### config.mk
export PLATFORM = sky130hd
export DESIGN_NAME = mem_stage_flat
export DESIGN_NICKNAME = d
export VERILOG_FILES = /design/src/rtl/mem_stage_if.sv /design/src/rtl/mem_stage.sv /design/src/flat_wrapper.sv
export SDC_FILE = /design/constraint.sdc
export NUM_CORES = 1
export LEC_CHECK = 0
export CAP_MARGIN = 15
export CORE_AREA = 4 4 177 179
export CTS_CLUSTER_DIAMETER = 60
export DETAILED_ROUTE_END_ITERATION = 12
export DIE_AREA = 0 0 181 183
export MAX_ROUTING_LAYER = met4
export PLACE_DENSITY = 0.52
export SLEW_MARGIN = 20
export SYNTH_ARGS = -nofsm -noshare
export SYNTH_HDL_FRONTEND = slang
export SYNTH_SLANG_ARGS = --single-unit
### constraint.sdc
create_clock -name clk -period 3.7 [get_ports clk]
set_input_delay 0.925 -clock clk [delete_from_list [all_inputs] [get_ports clk]]
set_output_delay 0.925 -clock clk [all_outputs]
set_load 0.005 [all_outputs]
### src/rtl/mem_stage_if.sv
`default_nettype none
// ============================================================================
//  Module      : mem_stage_if
//  Description : Single-port data bus between the memory pipeline stage and
//                the data memory. Word-addressed, big-endian byte selects,
//                req/ack handshake with a one-cycle ack pulse.
//  Signals     : bus_req   - access request (master)
//                bus_we    - write enable (master)
//                bus_addr  - word-aligned address (master)
//                bus_sel   - byte-lane selects, bit 3 = bits 31:24 (master)
//                bus_wdata - write data, replicated across lanes (master)
//                bus_rdata - read data (slave)
//                bus_ack   - access complete, same-cycle capable (slave)
//  Revision    : 1.0 - initial release
// ============================================================================
interface mem_stage_if;
  logic        bus_req;
  logic        bus_we;
  logic [31:0] bus_addr;
  logic [3:0]  bus_sel;
  logic [31:0] bus_wdata;
  logic [31:0] bus_rdata;
  logic        bus_ack;

  modport master (
    output bus_req, bus_we, bus_addr, bus_sel, bus_wdata,
    input  bus_rdata, bus_ack
  );

  modport slave (
    input  bus_req, bus_we, bus_addr, bus_sel, bus_wdata,
    output bus_rdata, bus_ack
  );
endinterface
`default_nettype wire

### src/rtl/mem_stage.sv
`default_nettype none
// ============================================================================
//  Module      : mem_stage
//  Description : MEM pipeline stage. Runs LB/LBU/LH/LHU/LW/SB/SH/SW/LL/SC on
//                a req/ack data bus, extends load data, resolves the LL/SC
//                link bit, requests a pipeline stall while a bus access is
//                outstanding and passes the remaining EX results to MEM/WB.
//  Ports       : clk, rst            - clock, synchronous active-high reset
//                ex_*                - EX/MEM register outputs
//                llbit_i, wb_*       - committed link bit and WB forward
//                stall_i             - pipeline stall vector (bit 4 = MEM)
//                bus                 - data bus, master side
//                mem_*               - MEM/WB register inputs
//                stallreq            - hold IF..MEM while bus is busy
//                addr_err            - misaligned access flag
//  Revision    : 1.0 - initial release
// ============================================================================
module mem_stage (
  input  wire logic        clk,
  input  wire logic        rst,
  input  wire logic [3:0]  ex_op,
  input  wire logic [31:0] ex_mem_addr,
  input  wire logic [31:0] ex_store_data,
  input  wire logic [4:0]  ex_waddr,
  input  wire logic [31:0] ex_wdata,
  input  wire logic        ex_wreg,
  input  wire logic [31:0] ex_hi,
  input  wire logic [31:0] ex_lo,
  input  wire logic        ex_wspreg,
  input  wire logic        ex_wcp0,
  input  wire logic [4:0]  ex_cp0_waddr,
  input  wire logic [31:0] ex_cp0_wdata,
  input  wire logic        llbit_i,
  input  wire logic        wb_watomicreg,
  input  wire logic        wb_atomicreg_wdata,
  input  wire logic [5:0]  stall_i,
  mem_stage_if.master      bus,
  output logic [4:0]       mem_waddr,
  output logic [31:0]      mem_wdata,
  output logic             mem_wreg,
  output logic [31:0]      mem_hi,
  output logic [31:0]      mem_lo,
  output logic             mem_wspreg,
  output logic             mem_watomicreg,
  output logic             mem_atomicreg_wdata,
  output logic             mem_wcp0,
  output logic [4:0]       mem_cp0_waddr,
  output logic [31:0]      mem_cp0_wdata,
  output logic             stallreq,
  output logic             addr_err
);

  localparam logic [3:0] OP_LB  = 4'd1;
  localparam logic [3:0] OP_LBU = 4'd2;
  localparam logic [3:0] OP_LH  = 4'd3;
  localparam logic [3:0] OP_LHU = 4'd4;
  localparam logic [3:0] OP_LW  = 4'd5;
  localparam logic [3:0] OP_SB  = 4'd6;
  localparam logic [3:0] OP_SH  = 4'd7;
  localparam logic [3:0] OP_SW  = 4'd8;
  localparam logic [3:0] OP_LL  = 4'd9;
  localparam logic [3:0] OP_SC  = 4'd10;

  typedef enum logic [1:0] {
    IDLE = 2'd0,
    WAIT = 2'd1,
    DONE = 2'd2
  } state_t;

  state_t      r_state;
  state_t      w_state_next;
  logic [31:0] r_rdata;
  logic        w_req;
  logic        w_capture;

  // ---------------------------------------------------------------- decode
  logic w_is_ll, w_is_sc, w_byte, w_half, w_word, w_is_load, w_is_store;
  logic w_misalign, w_link, w_sc_fail, w_need_bus;

  assign w_is_ll    = (ex_op == OP_LL);
  assign w_is_sc    = (ex_op == OP_SC);
  assign w_byte     = (ex_op == OP_LB) || (ex_op == OP_LBU) || (ex_op == OP_SB);
  assign w_half     = (ex_op == OP_LH) || (ex_op == OP_LHU) || (ex_op == OP_SH);
  assign w_word     = (ex_op == OP_LW) || (ex_op == OP_SW) || w_is_ll || w_is_sc;
  assign w_is_load  = (ex_op == OP_LB) || (ex_op == OP_LBU) || (ex_op == OP_LH) ||
                      (ex_op == OP_LHU) || (ex_op == OP_LW) || w_is_ll;
  assign w_is_store = (ex_op == OP_SB) || (ex_op == OP_SH) || (ex_op == OP_SW) || w_is_sc;

  assign w_misalign = (w_half && ex_mem_addr[0]) ||
                      (w_word && (ex_mem_addr[1:0] != 2'b00));

  // The link bit being written in WB this cycle is newer than the committed one.
  assign w_link     = wb_watomicreg ? wb_atomicreg_wdata : llbit_i;
  assign w_sc_fail  = w_is_sc && !w_link;
  assign w_need_bus = (w_is_load || w_is_store) && !w_misalign && !w_sc_fail;

  // Only bit 4 of the stall vector concerns this stage.
  logic w_unused_stall;
  assign w_unused_stall = &{1'b0, stall_i[5], stall_i[3:0]};

  // ------------------------------------------------------------------ FSM
  always_ff @(posedge clk) begin
    if (rst) begin
      r_state <= IDLE;
      r_rdata <= 32'h0;
    end else begin
      r_state <= w_state_next;
      if (w_capture) r_rdata <= bus.bus_rdata;
    end
  end

  always_comb begin
    w_state_next = r_state;
    w_req        = 1'b0;
    w_capture    = 1'b0;
    case (r_state)
      IDLE: begin
        if (w_need_bus) begin
          w_req = 1'b1;
          if (!bus.bus_ack) begin
            w_state_next = WAIT;
          end else if (stall_i[4]) begin
            w_state_next = DONE;
            w_capture    = 1'b1;
          end
        end
      end
      WAIT: begin
        w_req = 1'b1;
        if (bus.bus_ack) begin
          if (stall_i[4]) begin
            w_state_next = DONE;
            w_capture    = 1'b1;
          end else begin
            w_state_next = IDLE;
          end
        end
      end
      DONE: begin
        // Result is held from the captured word until MEM is released.
        if (!stall_i[4]) w_state_next = IDLE;
      end
      default: w_state_next = IDLE;
    endcase
  end

  // ------------------------------------------------------ data formatting
  logic [31:0] w_rword;
  logic [7:0]  w_rbyte;
  logic [15:0] w_rhalf;
  logic [31:0] w_load_data;
  logic [31:0] w_store_data;
  logic [3:0]  w_sel;

  // Once in DONE the bus no longer holds the read word.
  assign w_rword = (r_state == DONE) ? r_rdata : bus.bus_rdata;

  always_comb begin
    w_rbyte = 8'h0;
    case (ex_mem_addr[1:0])
      2'b00:   w_rbyte = w_rword[31:24];
      2'b01:   w_rbyte = w_rword[23:16];
      2'b10:   w_rbyte = w_rword[15:8];
      default: w_rbyte = w_rword[7:0];
    endcase
  end

  assign w_rhalf = ex_mem_addr[1] ? w_rword[15:0] : w_rword[31:16];

  always_comb begin
    w_load_data = w_rword;
    case (ex_op)
      OP_LB:   w_load_data = {{24{w_rbyte[7]}}, w_rbyte};
      OP_LBU:  w_load_data = {24'h0, w_rbyte};
      OP_LH:   w_load_data = {{16{w_rhalf[15]}}, w_rhalf};
      OP_LHU:  w_load_data = {16'h0, w_rhalf};
      default: w_load_data = w_rword;
    endcase
  end

  always_comb begin
    w_sel        = 4'b1111;
    w_store_data = ex_store_data;
    if (w_byte) begin
      w_sel        = 4'b1000 >> ex_mem_addr[1:0];
      w_store_data = {4{ex_store_data[7:0]}};
    end else if (w_half) begin
      w_sel        = ex_mem_addr[1] ? 4'b0011 : 4'b1100;
      w_store_data = {2{ex_store_data[15:0]}};
    end
  end

  // -------------------------------------------------------------- outputs
  logic        w_bus_req;
  logic        w_bus_we;
  logic [31:0] w_bus_addr;
  logic [3:0]  w_bus_sel;
  logic [31:0] w_bus_wdata;

  always_comb begin
    w_bus_req           = 1'b0;
    w_bus_we            = 1'b0;
    w_bus_addr          = 32'h0;
    w_bus_sel           = 4'b0000;
    w_bus_wdata         = 32'h0;
    stallreq            = 1'b0;
    addr_err            = 1'b0;
    mem_waddr           = 5'h0;
    mem_wdata           = 32'h0;
    mem_wreg            = 1'b0;
    mem_hi              = 32'h0;
    mem_lo              = 32'h0;
    mem_wspreg          = 1'b0;
    mem_watomicreg      = 1'b0;
    mem_atomicreg_wdata = 1'b0;
    mem_wcp0            = 1'b0;
    mem_cp0_waddr       = 5'h0;
    mem_cp0_wdata       = 32'h0;
    if (!rst) begin
      w_bus_req     = w_req;
      if (w_req) begin
        w_bus_we    = w_is_store;
        w_bus_addr  = {ex_mem_addr[31:2], 2'b00};
        w_bus_sel   = w_sel;
        w_bus_wdata = w_store_data;
      end
      stallreq      = w_req && !bus.bus_ack;
      addr_err      = w_misalign;
      mem_waddr     = ex_waddr;
      mem_hi        = ex_hi;
      mem_lo        = ex_lo;
      mem_wspreg    = ex_wspreg;
      mem_wcp0      = ex_wcp0;
      mem_cp0_waddr = ex_cp0_waddr;
      mem_cp0_wdata = ex_cp0_wdata;
      mem_wreg      = ex_wreg && !w_misalign;
      mem_wdata     = ex_wdata;
      if (!w_misalign) begin
        if (w_is_load) mem_wdata = w_load_data;
        if (w_is_ll) begin
          mem_watomicreg      = 1'b1;
          mem_atomicreg_wdata = 1'b1;
        end
        if (w_is_sc) begin
          // SC reports success in rt and clears the link on success.
          mem_wdata = {31'h0, w_link};
          if (w_link) mem_watomicreg = 1'b1;
        end
      end
    end
  end

  assign bus.bus_req   = w_bus_req;
  assign bus.bus_we    = w_bus_we;
  assign bus.bus_addr  = w_bus_addr;
  assign bus.bus_sel   = w_bus_sel;
  assign bus.bus_wdata = w_bus_wdata;

endmodule
`default_nettype wire

### src/flat_wrapper.sv
// flat-port wrapper written by rule: the top's interface ports become plain ports
module mem_stage_flat 
  (clk, rst, ex_op, ex_mem_addr, ex_store_data, ex_waddr, ex_wdata, ex_wreg, ex_hi, ex_lo, ex_wspreg, ex_wcp0, ex_cp0_waddr, ex_cp0_wdata, llbit_i, wb_watomicreg, wb_atomicreg_wdata, stall_i, mem_waddr, mem_wdata, mem_wreg, mem_hi, mem_lo, mem_wspreg, mem_watomicreg, mem_atomicreg_wdata, mem_wcp0, mem_cp0_waddr, mem_cp0_wdata, stallreq, addr_err, bus_bus_req, bus_bus_we, bus_bus_addr, bus_bus_sel, bus_bus_wdata, bus_bus_rdata, bus_bus_ack);
  mem_stage_if bus_i ();
  input  wire logic clk;
  input  wire logic rst;
  input  wire logic [3:0] ex_op;
  input  wire logic [31:0] ex_mem_addr;
  input  wire logic [31:0] ex_store_data;
  input  wire logic [4:0] ex_waddr;
  input  wire logic [31:0] ex_wdata;
  input  wire logic ex_wreg;
  input  wire logic [31:0] ex_hi;
  input  wire logic [31:0] ex_lo;
  input  wire logic ex_wspreg;
  input  wire logic ex_wcp0;
  input  wire logic [4:0] ex_cp0_waddr;
  input  wire logic [31:0] ex_cp0_wdata;
  input  wire logic llbit_i;
  input  wire logic wb_watomicreg;
  input  wire logic wb_atomicreg_wdata;
  input  wire logic [5:0] stall_i;
  output logic [4:0] mem_waddr;
  output logic [31:0] mem_wdata;
  output logic mem_wreg;
  output logic [31:0] mem_hi;
  output logic [31:0] mem_lo;
  output logic mem_wspreg;
  output logic mem_watomicreg;
  output logic mem_atomicreg_wdata;
  output logic mem_wcp0;
  output logic [4:0] mem_cp0_waddr;
  output logic [31:0] mem_cp0_wdata;
  output logic stallreq;
  output logic addr_err;
  output wire logic [$bits(bus_i.bus_req)-1:0] bus_bus_req;
  output wire logic [$bits(bus_i.bus_we)-1:0] bus_bus_we;
  output wire logic [$bits(bus_i.bus_addr)-1:0] bus_bus_addr;
  output wire logic [$bits(bus_i.bus_sel)-1:0] bus_bus_sel;
  output wire logic [$bits(bus_i.bus_wdata)-1:0] bus_bus_wdata;
  input wire logic [$bits(bus_i.bus_rdata)-1:0] bus_bus_rdata;
  input wire logic [$bits(bus_i.bus_ack)-1:0] bus_bus_ack;
  assign bus_bus_req = bus_i.bus_req;
  assign bus_bus_we = bus_i.bus_we;
  assign bus_bus_addr = bus_i.bus_addr;
  assign bus_bus_sel = bus_i.bus_sel;
  assign bus_bus_wdata = bus_i.bus_wdata;
  assign bus_i.bus_rdata = bus_bus_rdata;
  assign bus_i.bus_ack = bus_bus_ack;
  mem_stage u_core (.clk(clk), .rst(rst), .ex_op(ex_op), .ex_mem_addr(ex_mem_addr), .ex_store_data(ex_store_data), .ex_waddr(ex_waddr), .ex_wdata(ex_wdata), .ex_wreg(ex_wreg), .ex_hi(ex_hi), .ex_lo(ex_lo), .ex_wspreg(ex_wspreg), .ex_wcp0(ex_wcp0), .ex_cp0_waddr(ex_cp0_waddr), .ex_cp0_wdata(ex_cp0_wdata), .llbit_i(llbit_i), .wb_watomicreg(wb_watomicreg), .wb_atomicreg_wdata(wb_atomicreg_wdata), .stall_i(stall_i), .bus(bus_i), .mem_waddr(mem_waddr), .mem_wdata(mem_wdata), .mem_wreg(mem_wreg), .mem_hi(mem_hi), .mem_lo(mem_lo), .mem_wspreg(mem_wspreg), .mem_watomicreg(mem_watomicreg), .mem_atomicreg_wdata(mem_atomicreg_wdata), .mem_wcp0(mem_wcp0), .mem_cp0_waddr(mem_cp0_waddr), .mem_cp0_wdata(mem_cp0_wdata), .stallreq(stallreq), .addr_err(addr_err));
endmodule
==> results_dict.tcl, run 1 <==
set metrics [dict create \
    synthDominantAreaCellType "sky130_fd_sc_hd__nor2b_1" \
    critPathArrivalTime_ns 2.82 \
    synth_area_um2 4910 \
    timing.critical_path.fanout_max 4 \
    crit_path_end_kind "primary output" \
    cts_inserted_buffers 5 \
    hpwlAfterDp_um 26400 \
    final_util 0.387 \
    finClkSkew_ns 0.00337 \
    worstRegToRegCells 6 \
    synthToLayoutAreaGrowth_pct 133 \
    worst_slack_ns -0.0425 \
    floorplan.rows 63 \
    min_path_cells 2 \
    synth-seq-cells 34 \
    cts_max_level 2 \
    static-leakage-power_nw 4.95 \
    cp.required_ns 2.77 \
    route.vias.total 7257 \
    drt-pass1-iter-count 5 \
    synth.top_cell.area_share 0.145 \
    gp_congestion 0.893 \
    relSlewSlack 0.511 \
    tightest_slew_ns 0.734 \
    multi_input_area_um2 4250 \
    floorplan_die_height_um 183 \
    vdd_ir_drop_max_uv 162 \
    post_synth.cell_area_avg_um2 6.98 \
    hold-path-endpoint "u_core.r_rdata[14]" \
    floorplan.die_area_um2 33100 \
    first_iter_violations 339 \
    maxCapViolations 0 \
    drt_wl_total_um 33200 \
    worst_setup_path_startpoint "bus_bus_rdata[7]" \
    clk-insertion-delay-late_ns 0.28 \
    globalRouteTotalUtil 0.190 \
    slew_viol_final 0 \
    maxClockFrequency_mhz 267 \
    finalCriticalPeriod_ns 3.74 \
    initial_utilization 0.166 \
    grt_first_pass_wirelength_um 47600 \
    viasPerCell 4.35 \
    grt_max_degree 78 \
    overflow_left_after_global_routing 0 \
    numPortBuffers 460 \
    via_count_of_the_first_global_routing_pass 7719 \
    path_clk_slew_ns 0.05 \
    timing.final.crit_share 1.01 \
    final_common_cell "sky130_fd_sc_hd__clkdlybuf4s50_1" \
    antenna_found_initial 5 \
    root_buffer "sky130_fd_sc_hd__clkbuf_16" \
    violated_checks "negative setup slack" \
    drc 0 \
    report.final.hold_viol_count 0 \
    floorplan.core_area_um2 29600 \
    synthCells 704 \
    reg2reg_slack_ns 1.98 \
    drive_above_1_share 0.304 \
    min-delay-path-class "reg2reg" \
    num-nets-final 1529 \
    synth_warnings 0 \
    cell_count_post_placement 1603 \
    finalInstanceArea_um2 11500 \
    seq_area_um2 681 \
    cts-root-to-sink-buffers 2 \
    r2r-end "u_core.r_rdata[21]" \
    cts_tree "done" \
    layout_common_cells "343 x sky130_fd_sc_hd__clkdlybuf4s50_1, 116 x sky130_fd_sc_hd__buf_4, 112 x sky130_fd_sc_hd__nor2b_1, 108 x sky130_fd_sc_hd__nand2_1, 87 x sky130_fd_sc_hd__buf_2" \
    horizontal_die_dimension_um 181 \
    post_synth_arst_share 0 \
    cts-hold-fix-buffers 0 \
    fin_hold_ws_ns 0.474 \
    antenna_violating_nets_post_route 0 \
    postSynth.topFlopCell "sky130_fd_sc_hd__dfxtp_1" \
    dpl_cell_area_um2 10700 \
    worst_hold_startpoint "u_core.r_rdata[14]" \
    netlist_top_cells_area "sky130_fd_sc_hd__nor2b_1 15%, sky130_fd_sc_hd__dfxtp_1 14%, sky130_fd_sc_hd__mux2i_1 11%" \
    ioPinCount 468 \
    finalSetupViolations 9 \
    wl_per_cell_um 19.9 \
    outcome "finished, violations left" \
    ys_types 52 \
    synth_enable_flop_cells 0 \
    rsz0062_at_grt "true" \
    cts.sinks 34 \
    worstSetupStartpointType "input pin" \
    dp_worst_setup_slack_ns -0.814 \
    yosysSeqAreaShare 0.139 \
    crit_path_category "in2out" \
    power_density_nw_per_um2 189 \
    timing.rr.start "u_core.r_state[1]" \
    instances_no_fill 1670 \
    filler_cell_count 3051 \
]
[timing repair]
item                       4_1_cts  5_1_grt
gates cloned                     8        3
setup buffers                   49        7
setup endpoints to repair      105      132
gates resized for setup        529       56
pin swaps                       39       41
[synth_stat cells, drive strengths merged, types with 2 or more instances]
master	instances
nand2	116
nor2b	114
nand2b	73
mux2i	56
a21oi	48
and2	40
dfxtp	34
buf	33
clkbuf	33
nor2	23
a22o	19
nand3	18
mux2	11
o21ai	10
a32o	9
nor3	9
inv	7
mux4	6
a211oi	4
a32oi	4
nand3b	4
a21o	3
a31oi	3
o211ai	3
or2	3
or3	3
o21bai	2
[layer usage]
metal / GRT usage / share of wire / up-vias
met4: 0.0615 / 0.043 / 0
met1: 0.190 / 0.35 / 3331
li1: - / - / 3518
met2: 0.368 / 0.54 / 374
met5: - / 0 / -
met3: 0.0409 / 0.072 / 34
[cell type report]
class,instances,share of cell area
Antenna cell,3,0.000655
Clock buffer,7,0.0125
Clock inverter,1,0.000437
Inverter,7,0.00273
Multi-Input combinational cell,598,0.371
Sequential cell,34,0.0594
Tap cell,390,0.0426
Timing Repair Buffer,630,0.511
[cell families after synthesis]
kind of cell	Yosys count	synth area share
XOR/XNOR	1	0.00178
buffers and inverters	73	0.0711
flip-flops	34	0.139
multiplexers	73	0.167
AND/OR/NAND/NOR	408	0.450
other	1	0.000763
AO/OA/AOI/OAI	114	0.171
[critical path, cell delays in order]
cell	delay (ns)
sky130_fd_sc_hd__dlygate4sd2_1	0.29
sky130_fd_sc_hd__mux2i_2	0.10
sky130_fd_sc_hd__mux4_2	0.52
sky130_fd_sc_hd__nor3_4	0.17
sky130_fd_sc_hd__nor2_4	0.07
sky130_fd_sc_hd__a21boi_4	0.21
sky130_fd_sc_hd__clkbuf_16	0.18
sky130_fd_sc_hd__buf_4	0.11
sky130_fd_sc_hd__a22o_1	0.12
sky130_fd_sc_hd__buf_2	0.11
[sequential cells by signal (all words and copies together), names as in the netlist]
| name | cells |
|---|---|
| u_core.r_state | 2 |
| u_core.r_rdata | 32 |
[where the power goes]
group	total (W)	switching [W]	leakage (nW)	internal, W
clock	0.000429	0.000162	0.0739	0.000267
sequential	0.000397	0.0000119	0.276	0.000385
combinational	0.00134	0.000535	4.60	0.000803
[per-stage QoR]
stage               power (W)  setup TNS, ns
global route          0.00228         -0.911
finish                0.00216         -0.207
global placement      0.00165         -70.53
CTS                   0.00217          -1.84
detailed placement    0.00165         -71.11
floorplan            0.000833              0
[worst max path at each step]
stage	cells after the start	end
6_report	10	mem_wdata[26]
3_5_place_dp	10	mem_wdata[17]
2_1_floorplan	9	mem_wdata[20]
4_1_cts	11	mem_wdata[17]
5_1_grt	11	mem_wdata[26]
3_3_place_gp	10	mem_wdata[18]
Note: power is estimated with default switching activity, not from simulation.
==> inputs of run 2 (changes only) <==
--- a/config.mk
+++ b/config.mk
@@ -10,6 +10,7 @@
 export CTS_CLUSTER_DIAMETER = 60
 export DETAILED_ROUTE_END_ITERATION = 12
 export DIE_AREA = 0 0 181 183
+export GPL_ROUTABILITY_DRIVEN = 0
 export MAX_ROUTING_LAYER = met4
 export PLACE_DENSITY = 0.52
 export SLEW_MARGIN = 20
==> run 2 against run 1 <==
Compared with the run above: sequential share of layout area is 0.079 points higher; clock skew up 0.0052 ns; highest routed layer unchanged; die area stayed put; the run now ends clean; worst setup slack improved by 0.052 ns; sequential cell count did not move; global-route usage is essentially flat; cell count decreased by 1.0%; register-to-register slack about the same.
==> results_dict.tcl, run 2 (synthesized netlist as in run 1, its figures left out) <==
set metrics [dict create \
    filler_cell_count 3063 \
    grt_first_pass_wirelength_um 47100 \
    drive_above_1_share 0.287 \
    horizontal_die_dimension_um 181 \
    first_iter_violations 315 \
    tightest_slew_ns 0.745 \
    root_buffer "sky130_fd_sc_hd__clkbuf_16" \
    crit_path_category "in2out" \
    slew_viol_final 0 \
    final_util 0.382 \
    floorplan.die_area_um2 33100 \
    timing.final.crit_share 0.998 \
    path_clk_slew_ns 0.06 \
    overflow_left_after_global_routing 0 \
    clk-insertion-delay-late_ns 0.28 \
    numPortBuffers 460 \
    layout_common_cells "345 x sky130_fd_sc_hd__clkdlybuf4s50_1, 111 x sky130_fd_sc_hd__nor2b_1, 109 x sky130_fd_sc_hd__nand2_1, 105 x sky130_fd_sc_hd__buf_4, 83 x sky130_fd_sc_hd__buf_2" \
    rsz0062_at_grt "true" \
    hpwlAfterDp_um 26300 \
    maxClockFrequency_mhz 271 \
    largest-register "u_core.r_rdata" \
    floorplan.rows 63 \
    cp.required_ns 2.77 \
    floorplan.core_area_um2 29600 \
    cts_tree "done" \
    final_common_cell "sky130_fd_sc_hd__clkdlybuf4s50_1" \
    initial_utilization 0.166 \
    vdd_ir_drop_max_uv 192 \
    antenna_found_initial 6 \
    power_density_nw_per_um2 192 \
    wl_per_cell_um 19.9 \
    outcome "finished clean" \
    cts.sinks 34 \
    maxCapViolations 0 \
    synthToLayoutAreaGrowth_pct 130 \
    fin_hold_ws_ns 0.474 \
    viasPerCell 4.32 \
    worst_slack_ns 0.00905 \
    worstSetupStartpointType "input pin" \
    finClkSkew_ns 0.00856 \
    antenna_violating_nets_post_route 0 \
    power_switching_w 0.000721 \
    globalRouteTotalUtil 0.190 \
    ioPinCount 468 \
    grt_max_degree 102 \
    cell_count_post_placement 1601 \
    report.final.hold_viol_count 0 \
    cts-hold-fix-buffers 0 \
    drt-pass1-iter-count 5 \
    timing.critical_path.fanout_max 5 \
    via_count_of_the_first_global_routing_pass 7454 \
    crit_path_end_kind "primary output" \
    static-leakage-power_nw 4.80 \
    num-nets-final 1511 \
    route.vias.total 7149 \
    critPathArrivalTime_ns 2.77 \
    finalCriticalPeriod_ns 3.69 \
    power_report.internal_total_w 0.00145 \
    finalSetupViolations 0 \
    min-delay-path-class "reg2reg" \
    layout_top_registers "u_core.r_rdata: 32 flops, u_core.r_state: 2 flops" \
    cts_max_level 2 \
    cts_inserted_buffers 5 \
    drt_wl_total_um 32900 \
    largest_register_ffs 32 \
    relSlewSlack 0.503 \
    clock_power_share 0.207 \
    dp_worst_setup_slack_ns -0.885 \
    floorplan_die_height_um 183 \
    cts-root-to-sink-buffers 2 \
    switching_share 0.332 \
    power_frac_seq 0.183 \
    instances_no_fill 1653 \
    drc 0 \
    comb_power_share 0.611 \
]
-- run 2: cell count changes in the layout (fill, tap and decap cells not counted), moves of 4 or more --
cell / before / now
sky130_fd_sc_hd__a21oi_1: 20 / 25
sky130_fd_sc_hd__a21oi_2: 23 / 19
sky130_fd_sc_hd__and2_1: 30 / 34
sky130_fd_sc_hd__and2_4: 10 / 6
sky130_fd_sc_hd__buf_12: 9 / 14
sky130_fd_sc_hd__buf_2: 87 / 83
sky130_fd_sc_hd__buf_4: 116 / 105
sky130_fd_sc_hd__buf_6: 43 / 31
sky130_fd_sc_hd__clkdlybuf4s15_2: 1 / 5
-- run 2: layout make-up --
class	count	area [µm²]	share of cell area
antenna	4	10.0	0.000886
clock buffer	6	139	0.0123
clock inverter	2	12.5	0.00111
inverter	7	33.8	0.00299
multi-input combinational	598	4200	0.372
sequential	34	681	0.0602
tap	390	488	0.0432
timing repair buffer	612	5740	0.508
-- run 2: metal layers --
metal,track usage,part of all wire
met2,0.375,0.55
met5,-,0
met4,0.0465,0.026
met3,0.0434,0.067
met1,0.189,0.36
-- run 2: metrics by stage --
stage / cell area, µm² / setup TNS (ns) / total power [W]
2_1_floorplan: 4920 / 0 / 0.000833
3_3_place_gp: 10700 / -72.87 / 0.00164
3_5_place_dp: 10700 / -75.26 / 0.00165
4_1_cts: 11300 / -1.88 / 0.00219
5_1_grt: 11300 / -0.265 / 0.00230
6_report: 11300 / 0 / 0.00217
-- run 2: final timing paths --
check | startpoint | end | slack, ns | depth (start not counted)
max | ex_op[1] | bus_bus_wdata[26] | 0.009 | 11
max reg2reg | u_core.r_state[1] | u_core.r_rdata[5] | 1.97 | 6
min | u_core.r_rdata[30] | u_core.r_rdata[30] | 0.47 | 2
min reg2reg | u_core.r_rdata[30] | u_core.r_rdata[30] | 0.47 | 2
-- run 2: what timing repair did --
item / CTS / global route
setup endpoints to repair: 105 / 100
gates cloned: 8 / 1
buffers inserted: 36 / 6
resized for setup: 523 / 41
pin swaps: 45 / 19
-- run 2: power groups by stage --
stage	combinational (W)	sequential, W	clock, W
finish	0.00132	0.000396	0.000448
detailed placement	0.00124	0.000404	0
CTS	0.00133	0.000396	0.000458
global route	0.00142	0.000398	0.000476
global placement	0.00124	0.000403	0
floorplan	0.000432	0.000401	0
-- run 2: worst max-delay path, cell delays in order --
cell and delay, ns:
sky130_fd_sc_hd__buf_6 0.10, sky130_fd_sc_hd__buf_6 0.12, sky130_fd_sc_hd__or3b_4 0.38, sky130_fd_sc_hd__buf_6 0.15, sky130_fd_sc_hd__a21oi_4 0.25, sky130_fd_sc_hd__buf_6 0.14, sky130_fd_sc_hd__buf_6 0.08, sky130_fd_sc_hd__mux2_2 0.32
sky130_fd_sc_hd__nand2_2 0.08, sky130_fd_sc_hd__a21oi_2 0.08, sky130_fd_sc_hd__buf_2 0.14
